<file path="src/rtl/dbctr_seq_pkg.sv">
// Shared types for the debounced-counter button sequencer: operation codes,
// FSM states and the bounce LFSR tap mask.
package dbctr_seq_pkg;

    typedef enum logic [1:0] {
        OP_RESET = 2'd0,
        OP_UP    = 2'd1,
        OP_DOWN  = 2'd2,
        OP_LOAD  = 2'd3
    } dbctr_seq_op_t;

    typedef enum logic [2:0] {
        ST_IDLE     = 3'd0,
        ST_PRESS    = 3'd1,
        ST_WAIT_ACK = 3'd2,
        ST_RELEASE  = 3'd3,
        ST_REPORT   = 3'd4
    } dbctr_seq_state_t;

    // Fibonacci taps 8,6,5,4 on an 8-bit register shifting toward the MSB.
    localparam logic [7:0] LFSR_TAPS = 8'b1011_1000;

endpackage

</file>
<file path="src/rtl/dbctr_seq_phase_timer.sv">
// Phase timer: cleared on demand, counts up one per cycle, saturates at
// all-ones, and flags once the count reaches the terminal value TC.
module dbctr_seq_phase_timer #(
    parameter int W  = 11,
    parameter int TC = 1023
) (
    input  logic         clock,
    input  logic         reset,
    input  logic         clear,
    output logic [W-1:0] count,
    output logic         tc
);

    logic [W-1:0] count_q, count_d;

    always_comb begin
        count_d = count_q;
        if (clear) begin
            count_d = '0;
        end else if (count_q != {W{1'b1}}) begin
            count_d = count_q + W'(1);
        end
    end

    always_ff @(posedge clock) begin
        if (reset) begin
            count_q <= '0;
        end else begin
            count_q <= count_d;
        end
    end

    assign count = count_q;
    assign tc    = (count_q >= W'(TC));

endmodule

</file>
<file path="src/rtl/dbctr_button_sequencer.sv">
// Button/ack initiator for the debounced 4-bit counter: press, wait for ack,
// release, report. Define DBCTR_SEQ_BOUNCE_EN to add LFSR contact bounce.
module dbctr_button_sequencer
    import dbctr_seq_pkg::*;
#(
    parameter int         PRESS_CYCLES   = 16,
    parameter int         RELEASE_CYCLES = 16,
    parameter int         TIMEOUT_CYCLES = 1024,
    parameter int         BOUNCE_CYCLES  = 8,
    parameter logic [7:0] LFSR_SEED      = 8'hA5
) (
    input  logic       clock,
    input  logic       reset,
    input  logic       op_valid,
    output logic       op_ready,
    input  logic [1:0] op_code,
    input  logic [3:0] op_value,
    output logic       up_button,
    output logic       down_button,
    output logic       load_button,
    output logic       reset_button,
    output logic [3:0] switches,
    input  logic       ack,
    input  logic [3:0] counter,
    output logic       res_valid,
    output logic [3:0] res_counter,
    output logic       res_timeout,
    output logic       busy
);

    localparam int TW = $clog2(TIMEOUT_CYCLES + 1);
`ifdef DBCTR_SEQ_BOUNCE_EN
    localparam bit BOUNCE_EN = 1'b1;
`else
    localparam bit BOUNCE_EN = 1'b0;
`endif
    // A zero seed would freeze the LFSR, so it is treated as bounce disabled.
    localparam int BNC       = (BOUNCE_EN && (LFSR_SEED != 8'h00)) ? BOUNCE_CYCLES : 0;
    localparam int PRESS_END = BNC + PRESS_CYCLES - 1;
    localparam int REL_END   = ((RELEASE_CYCLES > BNC) ? RELEASE_CYCLES : BNC + 1) - 1;

    dbctr_seq_state_t state_q, state_d;
    dbctr_seq_op_t    op_q, op_d;
    logic [3:0]       switches_q, switches_d;
    logic [3:0]       res_cnt_q, res_cnt_d;
    logic             ack_seen_q, ack_seen_d;
    logic             to_flag_q, to_flag_d;
    logic             res_to_q, res_to_d;
    logic             t_clr, t_tc, held, btn_on;
    logic [TW-1:0]    t_cnt;

    dbctr_seq_phase_timer #(.W(TW), .TC(TIMEOUT_CYCLES - 1)) u_timer (
        .clock (clock),
        .reset (reset),
        .clear (t_clr),
        .count (t_cnt),
        .tc    (t_tc)
    );

    always_comb begin
        state_d    = state_q;
        op_d       = op_q;
        switches_d = switches_q;
        ack_seen_d = ack_seen_q;
        to_flag_d  = to_flag_q;
        res_cnt_d  = res_cnt_q;
        res_to_d   = res_to_q;
        t_clr      = 1'b0;
        unique case (state_q)
            ST_IDLE: begin
                t_clr      = 1'b1;
                ack_seen_d = 1'b0;
                if (op_valid) begin
                    op_d       = dbctr_seq_op_t'(op_code);
                    switches_d = op_value;
                    to_flag_d  = 1'b0;
                    state_d    = ST_PRESS;
                end
            end
            ST_PRESS: begin
                if (ack) ack_seen_d = 1'b1;
                if (t_cnt >= TW'(PRESS_END)) begin
                    t_clr   = ack_seen_q | ack;
                    state_d = (ack_seen_q | ack) ? ST_RELEASE : ST_WAIT_ACK;
                end
            end
            ST_WAIT_ACK: begin
                if (ack) begin
                    t_clr   = 1'b1;
                    state_d = ST_RELEASE;
                end else if (t_tc) begin
                    t_clr     = 1'b1;
                    to_flag_d = 1'b1;
                    state_d   = ST_RELEASE;
                end
            end
            ST_RELEASE: begin
                if ((t_cnt >= TW'(REL_END)) && !ack) begin
                    state_d = ST_REPORT;
                end else if (t_tc && ack) begin
                    to_flag_d = 1'b1;
                    state_d   = ST_REPORT;
                end
            end
            ST_REPORT: begin
                res_cnt_d = counter;
                res_to_d  = to_flag_q;
                state_d   = ST_IDLE;
            end
            default: state_d = ST_IDLE;
        endcase
    end

    always_ff @(posedge clock) begin
        if (reset) begin
            state_q    <= ST_IDLE;
            op_q       <= OP_RESET;
            switches_q <= 4'd0;
            ack_seen_q <= 1'b0;
            to_flag_q  <= 1'b0;
            res_cnt_q  <= 4'd0;
            res_to_q   <= 1'b0;
        end else begin
            state_q    <= state_d;
            op_q       <= op_d;
            switches_q <= switches_d;
            ack_seen_q <= ack_seen_d;
            to_flag_q  <= to_flag_d;
            res_cnt_q  <= res_cnt_d;
            res_to_q   <= res_to_d;
        end
    end

    assign held = (state_q == ST_PRESS) || (state_q == ST_WAIT_ACK);

`ifdef DBCTR_SEQ_BOUNCE_EN
    logic [7:0] lfsr_q, lfsr_d;
    logic       in_bounce;

    always_comb begin
        lfsr_d = {lfsr_q[6:0], ^(lfsr_q & LFSR_TAPS)};
    end

    always_ff @(posedge clock) begin
        if (reset) begin
            lfsr_q <= LFSR_SEED;
        end else begin
            lfsr_q <= lfsr_d;
        end
    end

    // Leading cycles of PRESS and RELEASE chatter before settling.
    assign in_bounce = ((state_q == ST_PRESS) || (state_q == ST_RELEASE)) && (t_cnt < TW'(BNC));
    assign btn_on    = in_bounce ? lfsr_q[0] : held;
`else
    assign btn_on = held;
`endif

    assign reset_button = btn_on && (op_q == OP_RESET);
    assign up_button    = btn_on && (op_q == OP_UP);
    assign down_button  = btn_on && (op_q == OP_DOWN);
    assign load_button  = btn_on && (op_q == OP_LOAD);
    assign switches     = switches_q;

    assign op_ready    = (state_q == ST_IDLE);
    assign busy        = (state_q != ST_IDLE);
    assign res_valid   = (state_q == ST_REPORT);
    assign res_counter = res_valid ? counter : res_cnt_q;
    assign res_timeout = res_valid ? to_flag_q : res_to_q;

endmodule

</file>
<file path="config.mk">
export PLATFORM = sky130hd
export DESIGN_NAME = dbctr_button_sequencer
export DESIGN_NICKNAME = d
export VERILOG_FILES = /design/src/rtl/dbctr_seq_pkg.sv /design/src/rtl/dbctr_seq_phase_timer.sv /design/src/rtl/dbctr_button_sequencer.sv
export SDC_FILE = /design/constraint.sdc
export NUM_CORES = 1
export LEC_CHECK = 0
export BUFFER_PORTS_ARGS = -buffer_cell sky130_fd_sc_hd__buf_4
export CORE_MARGIN = 10
export CORE_UTILIZATION = 47
export DETAILED_ROUTE_END_ITERATION = 10
export PLACE_DENSITY_LB_ADDON = 0.2
export SETUP_SLACK_MARGIN = 0.4
export SYNTH_ARGS = -nofsm -noshare
export SYNTH_HDL_FRONTEND = slang
export SYNTH_SLANG_ARGS = --single-unit
</file>
<file path="constraint.sdc">
create_clock -name clock -period 1.7 [get_ports clock]
set_clock_uncertainty 0.1 [all_clocks]
set_input_delay 0.17 -clock clock [delete_from_list [all_inputs] [get_ports clock]]
set_output_delay 0.17 -clock clock [all_outputs]
set_load 0.02 [all_outputs]
</file>
; ---- Word-level counts from Yosys, hierarchy flattened
; Cells that the tools add are included.
[word_totals]
reg_bits = 27
elab_cells = 69
out_inout_bits = 16
input_bits = 14
[op_classes]
add_sub_neg = 1
order_cmp = 2
reduce_logical = 18
n_mux = 22
eq_ne = 17
bitwise_logic = 1
[op_table]
columns = operator, count
row1 = 3-bit 2-to-1 mux, 6
row2 = "2-bit inequality test, second input constant", 7
row3 = 3-bit one-hot mux with 4 select lines, 1
row4 = "11-bit by 1-bit adder with 11-bit output, second input constant", 1
row5 = "11-bit by 10-bit greater-or-equal comparator with 1-bit output, second input constant", 1
row6 = "11-bit by 4-bit greater-or-equal comparator with 1-bit output, second input constant", 1
row7 = 1-bit 2-to-1 mux, 11
row8 = "11-bit inequality test, second input constant", 1
row9 = "3-bit by 2-bit equality test with 1-bit output, second input constant", 2
row10 = 1-bit logical AND, 6
row11 = "3-bit inequality test, second input constant", 2
row12 = 1-bit one-hot mux with 3 select lines, 2
row13 = 6-bit AND reduction, 1
row14 = 3-bit nonzero test, 2
row15 = "2-bit equality test, second input constant", 2
row16 = 4-bit 2-to-1 mux, 1
row17 = 2-bit AND reduction, 2
row18 = 4-bit AND reduction, 1
row19 = "3-bit by 1-bit equality test with 1-bit output, second input constant", 1
row20 = "3-bit equality test, second input constant", 1
row21 = 3-bit logical NOT, 1
row22 = "2-bit by 1-bit equality test with 1-bit output, second input constant", 1
row23 = 2-bit logical NOT, 1
row24 = 1-bit one-hot mux with 2 select lines, 1
row25 = other kinds (5), 5

; ---- Logic depth before layout (Yosys ltp)
[logic_depth]
ltp_word = 5
ltp_mapped = 7
mapped_depth_nobuf = 6

; ---- By module
; Synthesis repeated with hierarchy kept, for this count alone.
[unflattened]
hier_cells = 166
hier_area_um2 = 1420.1
[by_module_without_submodules]
columns = module, area_each_um2, instances, seq_area_each_um2, cells_per_inst
row1 = dbctr_button_sequencer, 839.6, 1, 320.3, 101
row2 = dbctr_seq_phase_timer, 580.6, 1, 220.2, 65

; ---- Worst setup path before layout
; No wires, ideal clock.
[synth_path]
kind = reg-to-reg
start = reg state_q[1]
end = reg res_cnt_q[3]
setup_time_ns = 0.128
required_time_ns = 1.472
path_stages_with_launch = 5
period_less_slack_ns = 1.858
setup_slack_ns = -0.158
arrival_time_ns = 1.630
n_path_buf = 1
cell_sequence = dfxtp_1 -> clkbuf_1 -> nor3b_2 -> mux2_2 -> nor2b_1
[synth_between]
elab_chain_len = 2
[synth_rtl]
columns = item, line
row1 = "start, declared", dbctr_button_sequencer.sv:42  ; dbctr_seq_state_t state_q, state_d;
row2 = "start signal, assigned", dbctr_button_sequencer.sv:124  ; state_q <= state_d;
row3 = 3-bit equality test, -
row4 = net res_valid, dbctr_button_sequencer.sv:25  ; output logic res_valid,
row5 = 4-bit 2-to-1 mux, -
row6 = net res_counter[3], dbctr_button_sequencer.sv:26  ; output logic [3:0] res_counter,
row7 = "end signal, assigned", dbctr_button_sequencer.sv:129  ; res_cnt_q <= res_cnt_d;
row8 = "end, declared", dbctr_button_sequencer.sv:45  ; logic [3:0] res_cnt_q, res_cnt_d;
; The timed path passes the listed nets, and every way through them passes these cells.
; A chain may end at the register's enable or synchronous reset.

; ---- Worst setup path in the final report
[layout_path]
start = reg state_q[0]
end = out res_counter[0]
[layout_between]
elab_chain_len = 2
[layout_rtl]
columns = item, line
row1 = 3-bit equality test, dbctr_button_sequencer.sv:167  ; assign res_valid = (state_q == ST_REPORT);
row2 = 4-bit 2-to-1 mux, -
row3 = "end, declared", dbctr_button_sequencer.sv:26
; No other way between the ends.

==> impl_metrics.ini <==
[clock_network]
cts_root_buffer = clkbuf_4
cts_buffer_depth = 2
h-tree-depth = 1
clkSinkCount = 27
cts_tree = yes
clk_latency_ns = 0.35
clkTransAtPathRegs_ns = 0.16
numCtsBuffers = 3

[grt]
gr-usage-met3_pct = 3.769
grt_first_pass_wirelength_um = 6251
top_usage_layer = met2
met2_usage_pct = 24.62
overflow = 0
grt_max_degree = 17
antenna_found_initial = 0
grt_pass1_vias = 1361
grtUsageMet1_pct = 15.99
grt_usage_pct = 14.28

[critical_path]
cp.required_ns = 1.43
crit_type = reg -> out
r2r-start = u_timer.count[7]$_SDFFE_PP0P_
rr_worst_depth = 6
endpoint_kind = output port
reg2reg_slack_ns = -0.14
worst-path-buf-inv = 2
critPathTopFamily = flip-flops
start_kind = register
slowest_delay_ns = 0.40
startpoint = state_q[0]$_SDFFE_PP0P_
r2r_end = u_timer.count[6]$_SDFFE_PP0P_
slowest_stage = dfxtp_4
crit_fanout = 6
critical_path.cell_chain = nor3b_4 -> buf_12 -> mux2_4 -> buf_6
arrival_ns = 1.58
cp.depth = 4
crit_end = res_counter[0]

[routing]
dr.pass1.iters = 4
vias_per_cell = 5.749
drc = 0
wirelength_um = 4435
post_drt_wl_per_cell_um = 18.25
vias = 1397
drtIter0Drc = 46
ant_nets = 0

[timing]
setup_slack_ns = -0.1538
relSlewSlack_pct = 78.69
finalSetupViolations = 23
final.min_clock_period_ns = 1.854
worstMarginPinSlew_ns = 0.3177
tns_ns = -2.267
finalCritPeriodShare_pct = 109.0
hold_slack_ns = 0.03775
drv_slew = 0
rsz0062_at_grt = true
max_freq_mhz = 539.4
hold_viol_final = 0

[place]
place_congestion = 0.8464
placed_area_um2 = 1763
port-buffer-count = 29
place_ws_ns = -0.02094
dp_cells = 214
dp_hpwl_um = 2556

[yosys]
syn_inst = 156
synth_top_area_cell = dfxtp_1
seq_area_frac_synth_pct = 39.89
synth_fp_nets = 171
synthArstFlopShare_pct = 0
ys_types = 41
synth-edff-count = 0
avgSynthCellArea_um2 = 8.686
synth_area_leaders = dfxtp_1 40%, nand2_1 5.8%, a21oi_1 5.5%, mux2_2 4.2%, nor2_1 4.2%
yosys_register_bits = 27
synth_warnings = 0
ys.flop_type = dfxtp_1
netlist_area_um2 = 1355
synth_top_area_share_pct = 39.89

[power]
switching_share_pct = 34.95
netSwitchingPower_mw = 0.5739
cellPowerDensity_nw_per_um2 = 727.9
p_leak_nw = 0.9017
p_comb_share_pct = 37.9
vdd_drop_max_mv = 0.8304
internal-power_mw = 1.068
pwr-share-clk_pct = 18.4
power_frac_seq_pct = 43.6

[die]
coreArea_um2 = 2758
fp.dieArea_um2 = 5431
dieWidth_um = 73.70
start_util_pct = 49.14
die_y_um = 73.70
ios = 30
fp-row-count = 19

[run]
drv_cap = 0

[cells_and_area]
layout.cells.non_filler = 243
antenna_cells = 0
n_fill_cell = 167
nets = 228
fin_area_um2 = 2256
drive_above_1_share_pct = 58.96
syn_to_final_growth_pct = 66.48

[hold_path]
min_path_cells = 2
hp-class = in -> reg

[run_status]
violations = setup timing
status = finished with violations
power groups by stage:
stage	logic [mW]	registers, mW	clock network (mW)
5_1_grt	0.657	0.720	0.328
3_3_place_gp	0.374	0.728	0
3_5_place_dp	0.385	0.733	0
6_report	0.623	0.716	0.303
2_1_floorplan	0.275	0.723	0
4_1_cts	0.553	0.713	0.298
cell usage after synthesis, types with 3 or more instances:
library cell and count:
buf_2 4, mux2_2 5, and2_1 3, nor3_1 7, and3_1 5, nor2_1 15, nand2b_1 4, clkbuf_1 3
nor2b_1 6, xor2_1 6, nand2_1 21, a21oi_1 15, dfxtp_1 27
cells in the final DEF (no fill, tap or decap), types with 4 or more instances in the layout:
cell / instances
dfxtp_1: 15
dfxtp_4: 6
nor3_2: 5
xor2_1: 5
nand2_1: 14
buf_4: 36
dfxtp_2: 6
a21oi_2: 8
a21oi_1: 6
nor2_1: 11
nand2_2: 7
mux2_4: 5
and3_1: 4
buf_6: 16
dlygate4sd3_1: 6
repair_timing:
action | 4_1_cts | 5_1_grt
pin swaps | 9 | 7
setup buffers | 13 | 5
setup endpoints to repair | 38 | 39
resized for setup | 38 | 24
endpoints found under the hold margin | 6 | 0
hold buffers | 6 | 0
gates cloned | 1 | 0
worst min-delay path by stage:
stage                                     to  slack [ns]  startpoint
floorplan            res_cnt_q[0]$_SDFF_PP0_        0.14       reset
finish              switches[2]$_SDFFE_PP0P_        0.04       reset
CTS                 switches[3]$_SDFFE_PP0P_        0.03       reset
global placement        op_q[1]$_SDFFE_PP0P_        0.32  op_code[1]
global route        switches[3]$_SDFFE_PP0P_        0.04       reset
detailed placement      op_q[0]$_SDFFE_PP0P_        0.33  op_code[0]
area by class of cell:
| cell class | count | area [um^2] | share of cell area (%) |
|---|---|---|---|
| well taps | 31 | 38.79 | 1.719 |
| flip-flops and latches | 27 | 570.5 | 25.29 |
| clock inverters | 1 | 7.507 | 0.3328 |
| multi-input cells | 119 | 1040 | 46.09 |
| clock buffers | 3 | 22.52 | 0.9983 |
| repair buffers | 61 | 570.5 | 25.29 |
| inverters | 1 | 6.256 | 0.2773 |
routing by layer:
metal,vias up,wire length [um]
li1,663,-
met1,673,1698
met2,52,2368
met3,9,285
met4,0,83
met5,-,0
state kept, by name (all words and copies together) (netlist names):
name and count:
res_to_q 1, to_flag_q 1, state_q 3, ack_seen_q 1, res_cnt_q 4, u_timer.count 11, switches 4, op_q 2
logic make-up after synthesis:
| family | count (synthesis) | synth area share, % |
|---|---|---|
| simple gates | 74 | 30.29 |
| compound gates | 29 | 14.31 |
| flops | 27 | 39.89 |
| buf+inv | 10 | 3.785 |
| xor+xnor | 8 | 5.171 |
| mux | 7 | 5.632 |
| fa+ha+maj | 1 | 0.9232 |
worst register-to-register path, stage by stage (launching register included):
cell	delay (ns)
dfxtp_4	0.42
nand4_1	0.21
nor4_4	0.34
nor3_2	0.08
o31ai_2	0.33
buf_6	0.19
a311oi_2	0.05
per-stage QoR:
step	util (%)	power [mW]
after floorplan	-	0.9985
after global placement	63.93	1.103
after detailed placement	63.93	1.118
after CTS	77.59	1.564
after global routing	81.81	1.705
final	81.81	1.642
Power figures use the tool's default switching activity.
